--- config.mk ---
export PLATFORM = sky130hd
export DESIGN_NAME = vector_ctrl_seq
export DESIGN_NICKNAME = d
export VERILOG_FILES = /design/src/rtl/vector_ctrl_seq.sv
export SDC_FILE = /design/constraint.sdc
export NUM_CORES = 1
export LEC_CHECK = 0
export CAP_MARGIN = 0
export CORE_MARGIN = 5
export CORE_UTILIZATION = 42
export DETAILED_ROUTE_END_ITERATION = 10
export GPL_ROUTABILITY_DRIVEN = 1
export PLACE_DENSITY = 0.79
export SETUP_SLACK_MARGIN = 0.05
export SYNTH_ARGS = -nofsm -noshare
export SYNTH_HDL_FRONTEND = slang
export SYNTH_SLANG_ARGS = --single-unit
--- constraint.sdc ---
create_clock -name clk -period 1.6 [get_ports clk]
set_clock_uncertainty 0.2 [all_clocks]
set_input_delay 0.32 -clock clk [delete_from_list [all_inputs] [get_ports clk]]
set_output_delay 0.32 -clock clk [all_outputs]
set_load 0.01 [all_outputs]
--- src/rtl/vector_ctrl_seq.sv ---
// Registered instruction decoder and memory-beat sequencer for the scalar/vector datapath.
// Latency: one cycle from acceptance to bundle. Memory ops hold the bundle for 1 or BEATS beats.
// Backpressure: in_ready drops for the whole memory sequence, and mem_ready stalls the current beat.
module vector_ctrl_seq #(
  parameter  int VLEN  = 8,
  parameter  int LANES = 2,
  localparam int BEATS = VLEN / LANES,
  localparam int BW    = (BEATS > 1) ? $clog2(BEATS) : 1
) (
  input  logic          clk,
  input  logic          rst,
  input  logic          instr_valid,
  input  logic [1:0]    instruction_type,
  input  logic [1:0]    func,
  input  logic          imm,
  input  logic          vector,
  input  logic          mem_ready,
  output logic          in_ready,
  output logic          ctrl_valid,
  output logic          JumpI,
  output logic          JumpCI,
  output logic          JumpCD,
  output logic          MemToReg,
  output logic          MemRead,
  output logic          MemWrite,
  output logic          ImmSrc,
  output logic          VectorOp,
  output logic          ALUSrc1,
  output logic          ALUSrc3,
  output logic          RegVWrite,
  output logic          RegSWrite,
  output logic [1:0]    ALUOp,
  output logic [1:0]    ALUSrc2,
  output logic [BW-1:0] beat_idx,
  output logic          illegal
);

  typedef enum logic [1:0] {IDLE, EXEC, MEM} state_t;

  typedef struct packed {
    logic       jump_i;
    logic       jump_ci;
    logic       jump_cd;
    logic       mem_to_reg;
    logic       mem_read;
    logic       mem_write;
    logic       imm_src;
    logic       vector_op;
    logic       alu_src1;
    logic       alu_src3;
    logic       reg_v_write;
    logic       reg_s_write;
    logic [1:0] alu_op;
    logic [1:0] alu_src2;
  } ctrl_t;

  state_t        state, state_n;
  ctrl_t         bundle_q, bundle_n, dec;
  logic          cv_q, cv_n, ill_q, ill_n;
  logic          dec_ill, dec_mem, accept;
  logic [BW-1:0] beat_q, beat_n, last_q, last_n;

  always_comb begin
    dec     = '0;
    dec_ill = 1'b0;
    dec_mem = 1'b0;
    case (instruction_type)
      2'b00: begin
        if (!imm && func == 2'b00) begin
          dec.jump_ci  = 1'b1;
          dec.imm_src  = 1'b1;
          dec.alu_src2 = 2'b11;
        end else if (!imm && func == 2'b01) begin
          dec.jump_cd  = 1'b1;
          dec.imm_src  = 1'b1;
          dec.alu_src2 = 2'b11;
        end else if (imm && func == 2'b00) begin
          dec.jump_i = 1'b1;
        end else begin
          dec_ill = 1'b1;
        end
      end
      2'b01: begin
        dec.imm_src   = 1'b1;
        dec.alu_src2  = 2'b10;
        dec.vector_op = vector;
        dec.alu_src1  = vector;
        dec_mem       = 1'b1;
        case (func)
          2'b00: dec.mem_write = 1'b1;
          2'b01: begin
            dec.mem_read    = 1'b1;
            dec.mem_to_reg  = 1'b1;
            dec.reg_v_write = vector;
            dec.reg_s_write = !vector;
          end
          default: begin
            dec_ill = 1'b1;
            dec_mem = 1'b0;
          end
        endcase
      end
      2'b10: begin
        if (imm) begin
          dec.alu_op      = func;
          dec.alu_src2    = 2'b10;
          dec.imm_src     = 1'b1;
          dec.reg_s_write = 1'b1;
        end else if (!vector) begin
          if (func == 2'b00) begin
            dec.alu_src2    = 2'b01;
            dec.reg_s_write = 1'b1;
          end else begin
            dec_ill = 1'b1;
          end
        end else if (func != 2'b11) begin
          dec.alu_op      = func;
          dec.alu_src3    = 1'b1;
          dec.vector_op   = 1'b1;
          dec.reg_v_write = 1'b1;
        end else begin
          dec_ill = 1'b1;
        end
      end
      default: dec_ill = 1'b1;
    endcase
  end

  assign in_ready = (state != MEM);
  assign accept   = instr_valid && in_ready;

  always_comb begin
    state_n  = state;
    bundle_n = bundle_q;
    cv_n     = cv_q;
    ill_n    = 1'b0;
    beat_n   = beat_q;
    last_n   = last_q;
    case (state)
      MEM: begin
        if (mem_ready) begin
          if (beat_q == last_q) begin
            state_n  = IDLE;
            bundle_n = '0;
            cv_n     = 1'b0;
            beat_n   = '0;
          end else begin
            beat_n = beat_q + BW'(1);
          end
        end
      end
      default: begin
        // IDLE and EXEC behave identically: EXEC only lasts while instructions keep arriving
        bundle_n = '0;
        cv_n     = 1'b0;
        beat_n   = '0;
        state_n  = IDLE;
        if (accept) begin
          if (dec_ill) begin
            ill_n = 1'b1;
          end else begin
            bundle_n = dec;
            cv_n     = 1'b1;
            if (dec_mem) begin
              state_n = MEM;
              last_n  = vector ? BW'(BEATS - 1) : '0;
            end else begin
              state_n = EXEC;
            end
          end
        end
      end
    endcase
  end

  always_ff @(posedge clk) begin
    if (rst) begin
      state    <= IDLE;
      bundle_q <= '0;
      cv_q     <= 1'b0;
      ill_q    <= 1'b0;
      beat_q   <= '0;
      last_q   <= '0;
    end else begin
      state    <= state_n;
      bundle_q <= bundle_n;
      cv_q     <= cv_n;
      ill_q    <= ill_n;
      beat_q   <= beat_n;
      last_q   <= last_n;
    end
  end

  // Load write strobes follow the beat actually taken, so a stalled beat writes nothing
  logic wb_gate;
  assign wb_gate = (state != MEM) || mem_ready;

  assign ctrl_valid = cv_q;
  assign illegal    = ill_q;
  assign beat_idx   = beat_q;
  assign JumpI      = bundle_q.jump_i;
  assign JumpCI     = bundle_q.jump_ci;
  assign JumpCD     = bundle_q.jump_cd;
  assign MemToReg   = bundle_q.mem_to_reg;
  assign MemRead    = bundle_q.mem_read;
  assign MemWrite   = bundle_q.mem_write;
  assign ImmSrc     = bundle_q.imm_src;
  assign VectorOp   = bundle_q.vector_op;
  assign ALUSrc1    = bundle_q.alu_src1;
  assign ALUSrc3    = bundle_q.alu_src3;
  assign RegVWrite  = bundle_q.reg_v_write & wb_gate;
  assign RegSWrite  = bundle_q.reg_s_write & wb_gate;
  assign ALUOp      = bundle_q.alu_op;
  assign ALUSrc2    = bundle_q.alu_src2;

endmodule

======== Word-level counts from Yosys, hierarchy flattened ========
Cells that the tools add are included.
word-level totals
  logic and storage cells ................. 112
  register bits after elaboration ......... 24
  input port bits ......................... 10
cells by class
  bitwise operators ....................... 5
  multiplexer cells ....................... 64
  reductions and logical operators ........ 14
  eq/ne operators ......................... 9
  add/subtract/negate cells ............... 1
operators by type and width
  operator                                       number
  two-way mux 16 bit                             5
  two-way mux 2 bit                              19
  two-way mux 1 bit                              32
  inequality test 2 bit, second input constant   4
  two-way mux 3 bit                              2
  one-hot mux 1 bit (3 select lines)             2
  one-hot mux 2 bit (3 select lines)             1
  two-way mux 5 bit                              1
  == test 2 x 1 -> 1 bit, second input constant  2
  == test 2 bit, second input constant           2
  logical AND 1 bit                              4
  logical NOT 2 bit                              2
  one-hot mux 2 bit (2 select lines)             1
  AND reduction 4 bit                            1
  OR reduction 2 bit                             2
  NOT 1 bit                                      3
  OR reduction 3 bit                             1
  adder 2 x 1 -> 2 bit, second input constant    1
  bitwise AND 1 bit                              2
  == test 2 bit                                  1
  logical NOT 1 bit                              2
  one-hot mux 1 bit (2 select lines)             1
  AND reduction 2 bit                            1
  logical OR 1 bit                               1

======== Depth between registers and ports, before layout ========
  word-level depth ........................ 9
  mapped depth ............................ 6
  mapped depth without buffers ............ 6

======== Worst setup path before layout ========
OpenSTA, ideal clock, no wires.
  kind .................................... input to register
  from .................................... input port instruction_type[0]
  to ...................................... register bundle_q (netlist bit VectorOp)
  data arrival time ....................... 1.298 ns
  slack ................................... -0.016 ns
  stages .................................. 6
  data required time ...................... 1.283 ns
  cells stage by stage .................... inv_1 > ha_1 > nand2b_1 > a21o_1 > and3_4 > a32o_1
on the way
  word-level cells in the longest chain between the ends .. 5
RTL lines
  element                                                                                   RTL line  RTL
  from (decl)                                                                               13        input logic [1:0] instruction_type,
  == test 2 bit, or another cell as far along                                               67        case (instruction_type)
  one-hot mux 1 bit (3 select lines) or one-hot mux 1 bit (2 select lines) (tied branches)  67
  two-way mux 16 bit *                                                                      159       if (dec_ill) begin
  two-way mux 16 bit *                                                                      158       if (accept) begin
  two-way mux 16 bit *                                                                      139       case (state)
  to (signal assigned)                                                                      186       bundle_q <= bundle_n;
  to (decl)                                                                                 58        ctrl_t bundle_q, bundle_n, dec;
Mark *: on every way between the ends. The rest lies on a longest branch, timed or not.
A chain may end at the register's enable or synchronous reset.

======== Worst setup path after layout ========
  from .................................... register state[0]
  to ...................................... output port RegSWrite
on the way
  word-level cells in the longest chain between the ends .. 3
RTL lines
  element                 RTL line  RTL
  from (decl)             57        state_t state, state_n;
  from (signal assigned)  185       state <= state_n;
  inequality test 2 bit   196       assign wb_gate = (state != MEM) || mem_ready;
  logical OR 1 bit        196
  bitwise AND 1 bit       212       assign RegSWrite = bundle_q.reg_s_write & wb_gate;
  to (decl)               31        output logic RegSWrite,
Every way passes these cells.

==> qor.yml <==
worstPathArrival_ps: 1140
min_path_cells: 1
layout_common_cells: "buf_4, dlygate4sd2_1, dfxtp_1, nand2_1, a32o_1"
dieArea_mm2: 0.00373
setup_slack_ps: -59.3
yosysTopAreaCellShare: 0.384
rows: 18
track_usage: 0.197
synth_area_mm2: 0.00110
slew-limit-headroom: 0.770
crit_fanout: 4
fmax_ghz: 0.603
io_pins: 31
rsz0062_at_grt: "yes"
grt_pass1_vias: 1123
hp-start: "ALUOp[0]$_SDFFE_PP0P_"
totalPowerFinal_mw: 1.02
cts_inserted_buffers: 3
clk_path_buf_depth: 2
grt_max_degree: 16
start_kind: "flip-flop"
required_ps: 1080
syn_area_per_cell_um2: 9.45
avgRoutedWirePerCell_um: 17.3
worstMarginPinSlew_ps: 342
die_y_um: 61.1
io_buffers: 30
cp-end-kind: "output pin"
clk_pin_slew_worst_paths_ps: 110
finalWeightedCongestion: 0.920
finalCritPeriodShare: 1.04
antenna_found_initial: 0
status: "finished, violations left"
max-cap-violations: 0
yosysWarnings: 0
drc: 0
initial_core_util: 0.442
synthTopCellsByArea: "dfxtp_1, a32o_1, ha_1, buf_4, o2bb2ai_1"
first_pass_iters: 4
synth_seq_cells: 21
detail-route-antenna-nets: 0
cpMaxStageDelayCell: "dfxtp_1"
hold_path_class: "reg -> reg"
num_vias: 1172
finalSetupViolations: 3
max_stage_delay_ps: 360
cts_htree_levels: 1
yosysTopAreaCell: "dfxtp_1"
ys_types: 39
cts.sinks: 21
design_area_mm2: 0.00172
dieWidth_um: 61.1
core_mm2: 0.00248
root_buffer: "clkbuf_4"
peakVddDrop_mv: 0.537
r2r_start: "state[0]$_SDFFE_PP0P_"
layout-drive-gt1-share: 0.429
rr_worst_depth: 5
area_growth_syn_to_layout_pct: 57.1
power_density_mw_per_mm2: 591
antenna_cells: 0
reg2reg_to: "VectorOp$_SDFFE_PP0P_"
crit_chain: "nor2b_4, inv_2, o21a_1, buf_2"
synth_seq_area_share: 0.384
slew_viol_final: 0
hold_viol: 0
drt_iter0_drc: 49
finalWirelength_um: 3450
critical_path_class: "reg -> out"
place_area_mm2: 0.00161
fin_util: 0.695
cts_tree: "done"
r2r_setup_slack_ps: 20
grt_overflow: 0
insertion_delay_ps: 300
vias_per_cell: 5.86
final_common_cell: "buf_4"
dp_hpwl_um: 2470
synth_nets: 130
period_needed_ps: 1660
hold_end: "ALUOp[0]$_SDFFE_PP0P_"
synthCells: 116
leakage_nw: 0.788
fin_nets: 185
grt_pass1_wl_um: 5400
violations: "negative setup slack"
==> flip-flops by register name, indices dropped and copies added, names as in the netlist <==
register and count:
JumpI 1, beat_idx 2, MemToReg 1, ctrl_valid 1, ALUSrc2 2, ALUOp 2, JumpCD 1, state 2
MemWrite 1, illegal 1, bundle_q 2, last_q 1, VectorOp 1, ALUSrc1 1, ALUSrc3 1, JumpCI 1
==> layer usage <==
metal	track usage	vias up	share of wire
met2	0.323	66	0.50
li1	-	526	-
met5	0	-	0
met4	0.0991	0	0.044
met3	0.0231	20	0.067
met1	0.254	560	0.39
==> synth_stat cells, drive strengths merged <==
library cell,instances
nor3b,3
nand3,3
a21oi,2
buf,8
nor2,7
dfxtp,21
o31ai,1
inv,7
clkbuf,1
a41o,1
o211ai,1
a32o,7
nand2,8
o21ba,1
nand2b,2
o311a,1
a21o,2
o21a,3
a22o,3
nand4,2
o2bb2ai,5
nor3,4
mux2i,1
o21bai,1
o21ai,5
and2,4
ha,4
and3,5
xor2,1
nor2b,2
==> power by group <==
group	switching, mW	internal [mW]
Sequential	0.00524	0.531
Combinational	0.112	0.114
Clock	0.158	0.0973
Total	0.276	0.743
==> worst max-delay path, delay by kind of cell, from the launching register on <==
kind | cells | cell delay, ps
AO/OA/AOI/OAI | 1 | 160
AND/OR/NAND/NOR | 1 | 130
flip-flops | 1 | 360
buffers and inverters | 2 | 190
==> metrics by stage <==
stage / hold slack, ps / TNS, ps / setup WS (ps) / cells
floorplan: 234 / 0 / 58.8 / 116
global placement: 249 / -10040 / -558 / 193
detailed placement: 256 / -11280 / -614 / 193
CTS: 280 / -96.8 / -50.5 / 199
global route: 298 / -377 / -109 / 200
finish: 280 / -117 / -59.3 / 200
==> kinds of logic (layout without fill, tap and decap cells) <==
kind of cell | after synthesis | after routing | share of synthesized area
adders and majority gates | 4 | 4 | 0.0457
DFF | 21 | 21 | 0.384
xor gates and xnor gates | 1 | 1 | 0.00799
muxes | 1 | 1 | 0.00913
buffers and inverters | 16 | 70 | 0.0868
and+or+nand+nor | 40 | 40 | 0.217
AOI/OAI and AO/OA | 33 | 33 | 0.250
==> layout make-up <==
class	count	area [µm²]
repair buffers	59	492
inverters	7	26.3
fillers	185	756
flip-flops and latches	21	425
well taps	30	37.5
clock buffers	4	26.3
multi-input cells	79	714
==> worst max path at each step <==
stage / from / end / slack, ps
2_1_floorplan: instruction_type[1] / VectorOp$_SDFFE_PP0P_ / 60
3_3_place_gp: instruction_type[0] / VectorOp$_SDFFE_PP0P_ / -560
3_5_place_dp: instruction_type[1] / bundle_q[5]$_SDFFE_PP0P_ / -610
4_1_cts: state[1]$_SDFFE_PP0P_ / RegSWrite / -50
5_1_grt: state[0]$_SDFFE_PP0P_ / RegVWrite / -110
6_report: state[0]$_SDFFE_PP0P_ / RegSWrite / -60
==> repair_timing <==
item                       4_1_cts  5_1_grt
hold buffers                     0        0
resized for setup               52       15
setup buffers                    2        1
setup endpoints to repair       40       19
pin swaps                        6       10
Power figures use the tool's default switching activity.
